===== config.mk =====
export PLATFORM = sky130hd
export DESIGN_NAME = puf_ro_counter
export DESIGN_NICKNAME = d
export VERILOG_FILES = /design/src/rtl/puf_ro_counter.sv
export SDC_FILE = /design/constraint.sdc
export NUM_CORES = 1
export LEC_CHECK = 0
export CAP_MARGIN = 0
export CORE_MARGIN = 5
export CORE_UTILIZATION = 30
export DETAILED_ROUTE_END_ITERATION = 8
export PLACE_DENSITY_LB_ADDON = 0.25
export SLEW_MARGIN = 20
export SYNTH_ARGS = -nofsm -noshare
export SYNTH_HDL_FRONTEND = slang
export SYNTH_SLANG_ARGS = --single-unit

===== constraint.sdc =====
create_clock -name i_clk -period 3.15 [get_ports i_clk]
set_clock_uncertainty 0.1 [all_clocks]
set_input_delay 0.63 -clock i_clk [delete_from_list [all_inputs] [get_ports i_clk]]
set_output_delay 0.63 -clock i_clk [all_outputs]
set_load 0.005 [all_outputs]

===== src/rtl/puf_ro_counter.sv =====
// Ring-oscillator PUF measurement block: enables two ROs, counts their synchronized
// rising edges over a fixed window and reports which oscillator was faster.

module puf_ro_sync_edge (
    input  logic i_clk,
    input  logic i_rst_n,
    input  logic i_ro,
    output logic o_rise
);

    logic sync_1;
    logic sync_2;
    logic hist;

    // Two synchronizer flops then a history flop; the edge is taken between the last two.
    always_ff @(posedge i_clk or negedge i_rst_n) begin
        if (!i_rst_n) begin
            sync_1 <= 1'b0;
            sync_2 <= 1'b0;
            hist   <= 1'b0;
        end else begin
            sync_1 <= i_ro;
            sync_2 <= sync_1;
            hist   <= sync_2;
        end
    end

    assign o_rise = sync_2 & ~hist;

endmodule

module puf_ro_sat_counter #(
    parameter int CNT_W = 16
) (
    input  logic             i_clk,
    input  logic             i_rst_n,
    input  logic             i_clear,
    input  logic             i_inc,
    output logic [CNT_W-1:0] o_cnt
);

    localparam logic [CNT_W-1:0] CNT_MAX = '1;

    always_ff @(posedge i_clk or negedge i_rst_n) begin
        if (!i_rst_n) begin
            o_cnt <= '0;
        end else if (i_clear) begin
            o_cnt <= '0;
        end else if (i_inc && (o_cnt != CNT_MAX)) begin
            o_cnt <= o_cnt + CNT_W'(1);
        end
    end

endmodule

module puf_ro_counter #(
    parameter int CNT_W         = 16,
    parameter int WIN_CYCLES    = 1024,
    parameter int SETTLE_CYCLES = 8
) (
    input  logic             i_clk,
    input  logic             i_rst_n,
    input  logic             i_start,
    output logic             o_en_a,
    output logic             o_en_b,
    input  logic             i_ro_a,
    input  logic             i_ro_b,
    output logic             o_busy,
    output logic             o_valid,
    output logic             o_resp,
    output logic             o_tie,
    output logic [CNT_W-1:0] o_cnt_a,
    output logic [CNT_W-1:0] o_cnt_b
);

    localparam int CYC_W = 21;
    localparam logic [CYC_W-1:0] SETTLE_LAST = CYC_W'(SETTLE_CYCLES - 1);
    localparam logic [CYC_W-1:0] WIN_LAST    = CYC_W'(WIN_CYCLES - 1);

    typedef enum logic [1:0] {
        IDLE    = 2'd0,
        SETTLE  = 2'd1,
        MEASURE = 2'd2,
        DONE    = 2'd3
    } state_t;

    state_t           state;
    state_t           state_nxt;
    logic [CYC_W-1:0] cyc_cnt;
    logic             clear;
    logic             count_en;
    logic             capture;
    logic             rise_a;
    logic             rise_b;
    logic [CNT_W-1:0] cnt_a;
    logic [CNT_W-1:0] cnt_b;

    puf_ro_sync_edge u_edge_a (
        .i_clk   (i_clk),
        .i_rst_n (i_rst_n),
        .i_ro    (i_ro_a),
        .o_rise  (rise_a)
    );

    puf_ro_sync_edge u_edge_b (
        .i_clk   (i_clk),
        .i_rst_n (i_rst_n),
        .i_ro    (i_ro_b),
        .o_rise  (rise_b)
    );

    puf_ro_sat_counter #(.CNT_W(CNT_W)) u_cnt_a (
        .i_clk   (i_clk),
        .i_rst_n (i_rst_n),
        .i_clear (clear),
        .i_inc   (count_en & rise_a),
        .o_cnt   (cnt_a)
    );

    puf_ro_sat_counter #(.CNT_W(CNT_W)) u_cnt_b (
        .i_clk   (i_clk),
        .i_rst_n (i_rst_n),
        .i_clear (clear),
        .i_inc   (count_en & rise_b),
        .o_cnt   (cnt_b)
    );

    always_ff @(posedge i_clk or negedge i_rst_n) begin
        if (!i_rst_n) begin
            state <= IDLE;
        end else begin
            state <= state_nxt;
        end
    end

    // The final MEASURE cycle is the transition cycle, so its edges are not counted.
    always_comb begin
        state_nxt = state;
        clear     = 1'b0;
        count_en  = 1'b0;
        capture   = 1'b0;
        case (state)
            IDLE: begin
                if (i_start) begin
                    state_nxt = SETTLE;
                    clear     = 1'b1;
                end
            end
            SETTLE: begin
                if (cyc_cnt == SETTLE_LAST) begin
                    state_nxt = MEASURE;
                end
            end
            MEASURE: begin
                if (cyc_cnt == WIN_LAST) begin
                    state_nxt = DONE;
                    capture   = 1'b1;
                end else begin
                    count_en  = 1'b1;
                end
            end
            DONE: begin
                state_nxt = IDLE;
            end
            default: begin
                state_nxt = IDLE;
            end
        endcase
    end

    always_ff @(posedge i_clk or negedge i_rst_n) begin
        if (!i_rst_n) begin
            cyc_cnt <= '0;
        end else if (state_nxt != state) begin
            cyc_cnt <= '0;
        end else if ((state == SETTLE) || (state == MEASURE)) begin
            cyc_cnt <= cyc_cnt + CYC_W'(1);
        end
    end

    // Results are loaded on entry to DONE and held until the next measurement completes.
    always_ff @(posedge i_clk or negedge i_rst_n) begin
        if (!i_rst_n) begin
            o_cnt_a <= '0;
            o_cnt_b <= '0;
            o_resp  <= 1'b0;
            o_tie   <= 1'b0;
        end else if (capture) begin
            o_cnt_a <= cnt_a;
            o_cnt_b <= cnt_b;
            o_resp  <= (cnt_a > cnt_b);
            o_tie   <= (cnt_a == cnt_b);
        end
    end

    assign o_en_a  = (state == SETTLE) || (state == MEASURE);
    assign o_en_b  = (state == SETTLE) || (state == MEASURE);
    assign o_busy  = (state != IDLE);
    assign o_valid = (state == DONE);

endmodule


# Word-level counts from Yosys, hierarchy flattened
# Cells that the tools add are included.
dict set report word_totals {
  regBits 95
  in_bits 5
  out_inout_bits 38
  elab_cells 57
}
dict set report op_classes {
  n_addsub 3
  order_cmp 1
  eq_ne 9
  mux 16
  bitwise 6
  n_reduce_logical 8
}
# cell n
set op_table {}
lappend op_table {{16-bit two-way mux} 4}
lappend op_table {{21-bit two-way mux} 2}
lappend op_table {{16-bit by 1-bit adder with 16-bit output, second input constant} 2}
lappend op_table {{16-bit inequality test, second input constant} 2}
lappend op_table {{21-bit by 1-bit adder with 21-bit output, second input constant} 1}
lappend op_table {{21-bit by 10-bit equality test with 1-bit output, second input constant} 1}
lappend op_table {{21-bit by 3-bit equality test with 1-bit output, second input constant} 1}
lappend op_table {{16-bit equality test} 1}
lappend op_table {{16-bit greater-than comparator} 1}
lappend op_table {{2-bit one-hot mux with 4 select lines} 1}
lappend op_table {{2-bit nonzero test} 4}
lappend op_table {{1-bit two-way mux} 6}
lappend op_table {{2-bit two-way mux} 3}
lappend op_table {{1-bit bitwise AND} 4}
lappend op_table {{2-bit equality test, second input constant} 2}
lappend op_table {{2-bit by 1-bit equality test with 1-bit output, second input constant} 1}
lappend op_table {{1-bit logical AND} 2}
lappend op_table {{2-bit zero test} 1}
lappend op_table {{2-bit inequality test} 1}
lappend op_table {{1-bit NOT} 2}
lappend op_table {{1-bit logical OR} 1}

# Depth between registers and ports, before layout
dict set report depth {
  ltp_word 7
  depth_mapped 10
  depth_no_buf 8
}

# Cells and area by module
# Synthesis repeated with hierarchy kept, for this count alone.
dict set report hier_totals {
  hier_cells 490
  area_unflattened_um2 5141.2
}
# mod n_inst cells_per_inst area_per_inst_um2 seq_area_each_um2
set by_module_without_submodules {}
lappend by_module_without_submodules {puf_ro_counter 1 286 3079.2 1426.4}
lappend by_module_without_submodules {puf_ro_sat_counter 2 98 942.2 400.4}
lappend by_module_without_submodules {puf_ro_sync_edge 2 4 88.8 75.1}

# Worst setup path after synthesis
# OpenSTA, ideal clock, no wires.
dict set report synth_timing {
  path_kind {register to register}
  from {register state[0]}
  to {register cyc_cnt[15]}
  t_arrival_ns 2.037
  path_slack_ns 0.894
  path_stages_with_launch 9
  synth_period_minus_slack_ns 2.256
  path_cell_list {dfrtp_1 inv_1 ha_1 clkbuf_1 nand4_1 nor3_2 and3_1 xnor2_1 nor2_2}
}
dict set report synth_between {
  word_cells_on_any_way 12
}
# item line
set synth_rtl {}
lappend synth_rtl {{start: declaration} 87} ;# state_t state;
lappend synth_rtl {{start signal: assignment} 132} ;# state <= state_nxt;
lappend synth_rtl {{2-bit by 1-bit equality test with 1-bit output / 2-bit equality test (equally long branches)} --}
lappend synth_rtl {{1-bit logical OR (*)} --}
lappend synth_rtl {{via o_en_a} 64} ;# output logic o_en_a,
lappend synth_rtl {{2-bit nonzero test (no line) (*)} --}
lappend synth_rtl {{end signal: assignment} 177} ;# cyc_cnt <= cyc_cnt + CYC_W'(1);
lappend synth_rtl {{end: declaration} 89} ;# logic [CYC_W-1:0] cyc_cnt;
# Mark *: on every way through the listed nets, which the timed path passes. The rest lies on a longest branch.
# A chain may end at the register's enable or synchronous reset.

# Worst setup path in the final report
dict set report layout_timing {
  from {register state[0]}
  to {output o_en_a}
}
dict set report layout_between {
  elab_chain_cells 2
  word_cells_on_any_way 3
}
# item line
set layout_lines {}
lappend layout_lines {{2-bit by 1-bit equality test with 1-bit output / 2-bit equality test (equally long branches)} 196} ;# assign o_en_a = (state == SETTLE) || (state == MEASURE);
lappend layout_lines {{1-bit logical OR (*)} 196}
lappend layout_lines {{end: declaration} 64}
# Mark *: on every way between the ends. The rest lies on a longest branch, timed or not.

==> impl_results.md <==
- Highest Clock Rate: 353 MHz
- Total clock sinks: 95
- Commonest non-fill, non-tap cell in the layout: dfrtp_1
- Pwr Density: 413 nW/um^2
- Nets: 541
- Largest delay share family, worst path: buffers and inverters
- Min Clock Period, post-route: 2840 ps
- Post-route cell area: 5760 sq um
- DR WL/cell: 14.1 um
- Outcome: completed
- Remaining DRCs: 0
- Crit. End Element: output pin
- RSZ-0062 raised after global routing: no
- Number of setup violations in the final report: 0
- Period utilization: 90.0%
- Slew HR: 52.4%
- Clk_lat worst skew: 350 ps
- Leak pwr: 0.00254 uW
- Hold violation count in the final report: 0
- Fin. max-slew vios: 0
- CTS H-tree lvls: 3
- Mapped Cells: 471
- Avg Vias per Cell: 4.69
- # diodes: 0
- Critical path peak fanout: 8
- CTS max path bufs: 2
- Initial antenna violation count: 0
- Number of I/O pins: 43
- Layout cells sized above 1: 12.6%
- Crit Path Class: reg2out
- First-pass GRT wire length: 17900 um
- Post-Route Utilization: 36.4%
- Detailed placement HPWL: 7560 um
- Global route overflow: 0
- Root Buffer: clkbuf_16
- Vias: 3436
- Setup Fix Bufs, Post-CTS: 0
- Drt initial violations: 175
- Post-CTS resize count: 0
- CTS clk-pin slew, worst paths: 70 ps
- Vias in the first global route: 3601
- Mapped Area: 4810 sq um
- CP arrival: 2110 ps
- Fraction of registers with async set/reset: 100%
- Syn-to-layout area delta: 19.8%
- Num CTS Buffers: 9
- Synth Flop Type: dfrtp_1
- CP startpoint kind: flip-flop
- IO buf count: 42
- Bufs and invs on worst path: 2
- Area share of the largest cell type after synthesis: 49.4%
- Fill count: 1584
- Critical Path, Cell by Cell: inv_1, ha_1, clkdlybuf4s50_1
- Post-synth EDFFs: 0
- Seq/Total Area, Yosys: 49.4%
- CP Data Required Time: 2420 ps
- Gp weighted congestion: 0.805
- FF+latch count, synth: 95
- TritonCTS clock tree: yes
- Die area: 18700 sq um
- Commonest non-fill, non-tap cells in the layout: dfrtp_1 (95), nand2_1 (45), clkdlybuf4s50_1 (41), nor2_1 (39), nand3_1 (33)
- Placed cell count: 717
- Die X-Extent: 137 um
- Die height: 137 um
- Slew at the pin with the worst max-slew slack: 712 ps
- Area after DPL: 5460 sq um
- Global-route usage over all layers: 12.0%
- Cts hold-fix bufs: 0
- Num rows: 46
- Avg Synthesized Cell Area: 10.2 sq um
- Initial Util: 30.4%
- Largest stage delay on the critical path: 570 ps
- Worst VDD drop: 236 uV
- Routed WL: 10300 um
- Largest net degree at the start of global routing: 53
- Top cell type by total area after synthesis: dfrtp_1
- Tot Pwr: 2380 uW
- Top post-synthesis cells by area: dfrtp_1 (49%), ha_1 (6.2%), xor2_1 (5.1%), nand2_1 (3.5%), xnor2_1 (3.5%)
- CP max-delay cell: clkdlybuf4s50_1
- Hold crit path type: in2async
- Core area: 15800 sq um
- Max-cap violation count: 0
- DR pass1 iterations: 7
- Syn Nets: 500
- Synth cell types: 52
- Warnings, synthesis: 0
- Layout Cells excl Fill: 733
- ANT nets after route: 0
- Setup TNS: 0 ps
## worst reg2reg max path, stage by stage, from the launching register on
cell	delay [ps]
dfrtp_1	500
inv_1	190
ha_1	500
nand4_1	290
nor3_2	470
and3_1	240
xnor2_1	140
nor2_2	40
## synth_stat cells, types with 2 or more instances
| master | number |
|---|---|
| ha_1 | 24 |
| xnor2_1 | 19 |
| nand4_1 | 18 |
| buf_2 | 3 |
| nor2_2 | 21 |
| o21ai_0 | 21 |
| mux2_1 | 5 |
| or2_1 | 2 |
| a21oi_1 | 15 |
| mux2_2 | 11 |
| buf_4 | 2 |
| nand3b_1 | 2 |
| and3_1 | 7 |
| clkbuf_1 | 9 |
| or3_1 | 3 |
| o31ai_1 | 2 |
| buf_6 | 2 |
| nor4_1 | 6 |
| o21ai_1 | 5 |
| xor2_1 | 28 |
| nor3_1 | 6 |
| a21o_1 | 2 |
| inv_1 | 21 |
| nand3_1 | 33 |
| dfrtp_1 | 95 |
| nand2_1 | 45 |
| nor2_1 | 39 |
## cell families (layout without fill, tap and decap cells)
logic type               after synthesis  after routing  share of synthesized area, %
AO/OA/AOI/OAI                         56             56                          7.54
XOR/XNOR                              47             47                          8.56
adder cells (fa/ha/maj)               24             24                          6.24
buffers and inverters                 38             84                          3.54
flip-flops                            95             95                          49.4
multiplexers                          17             17                          3.95
AND/OR/NAND/NOR                      194            194                          20.7
## final cells by class
class                      instances  area (sq um)  share of cell area (%)
timing repair buffer              47           468                    8.12
inverter                          21          78.8                    1.37
sequential                        95          2380                    41.3
clock buffer                       9           225                    3.91
clock inverter                     7          81.3                    1.41
tap                              216           270                    4.69
multi-input combinational        338          2260                    39.3
## power by group
group	leakage, uW	internal [uW]	switching, uW
sequential	0.00113	1220	1.42
combinational	0.00128	9.23	31.2
clock	0.000140	625	489
total	0.00254	1860	522
## stage by stage
stage,worst slack (ps),hold WS (ps)
finish,314,189
global route,202,235
CTS,277,206
detailed placement,536,242
global placement,602,246
floorplan,894,231
## state kept, by name, indices dropped and copies added (netlist names)
signal and flops:
u_edge_a.hist 1, cyc_cnt 21, u_edge_b.sync_2 1, state 2, u_cnt_a.o_cnt 16, u_edge_b.sync_1 1, o_resp 1, u_cnt_b.o_cnt 16
u_edge_a.sync_1 1, u_edge_b.hist 1, o_cnt_b 16, o_cnt_a 16, o_tie 1, u_edge_a.sync_2 1
## path summary, 6_finish.rpt
kind                                              to  cells past startpoint                      start  slack [ps]
hold reg to reg            u_edge_a.sync_2$_DFF_PN0_                      0  u_edge_a.sync_1$_DFF_PN0_         250
setup reg to reg             cyc_cnt[15]$_DFFE_PN0P_                      7         state[0]$_DFF_PN0_         550
setup / recovery                              o_en_a                      3         state[0]$_DFF_PN0_         310
hold / removal               o_cnt_a[10]$_DFFE_PN0P_                      1                    i_rst_n         190
min in group i_clk         u_edge_a.sync_2$_DFF_PN0_                      0  u_edge_a.sync_1$_DFF_PN0_         250
max in group asynchronous    cyc_cnt[11]$_DFFE_PN0P_                      2                    i_rst_n        2130
## per-layer routing
metal  vias to the layer above  share of wire [%]  track usage, %
met5                         -                  0               0
met4                         0                1.7            3.58
met3                        13                4.3            3.53
met2                        65                 49            20.3
met1                      1662                 45            14.6
li1                       1696                  -               -
Power figures use the tool's default switching activity.
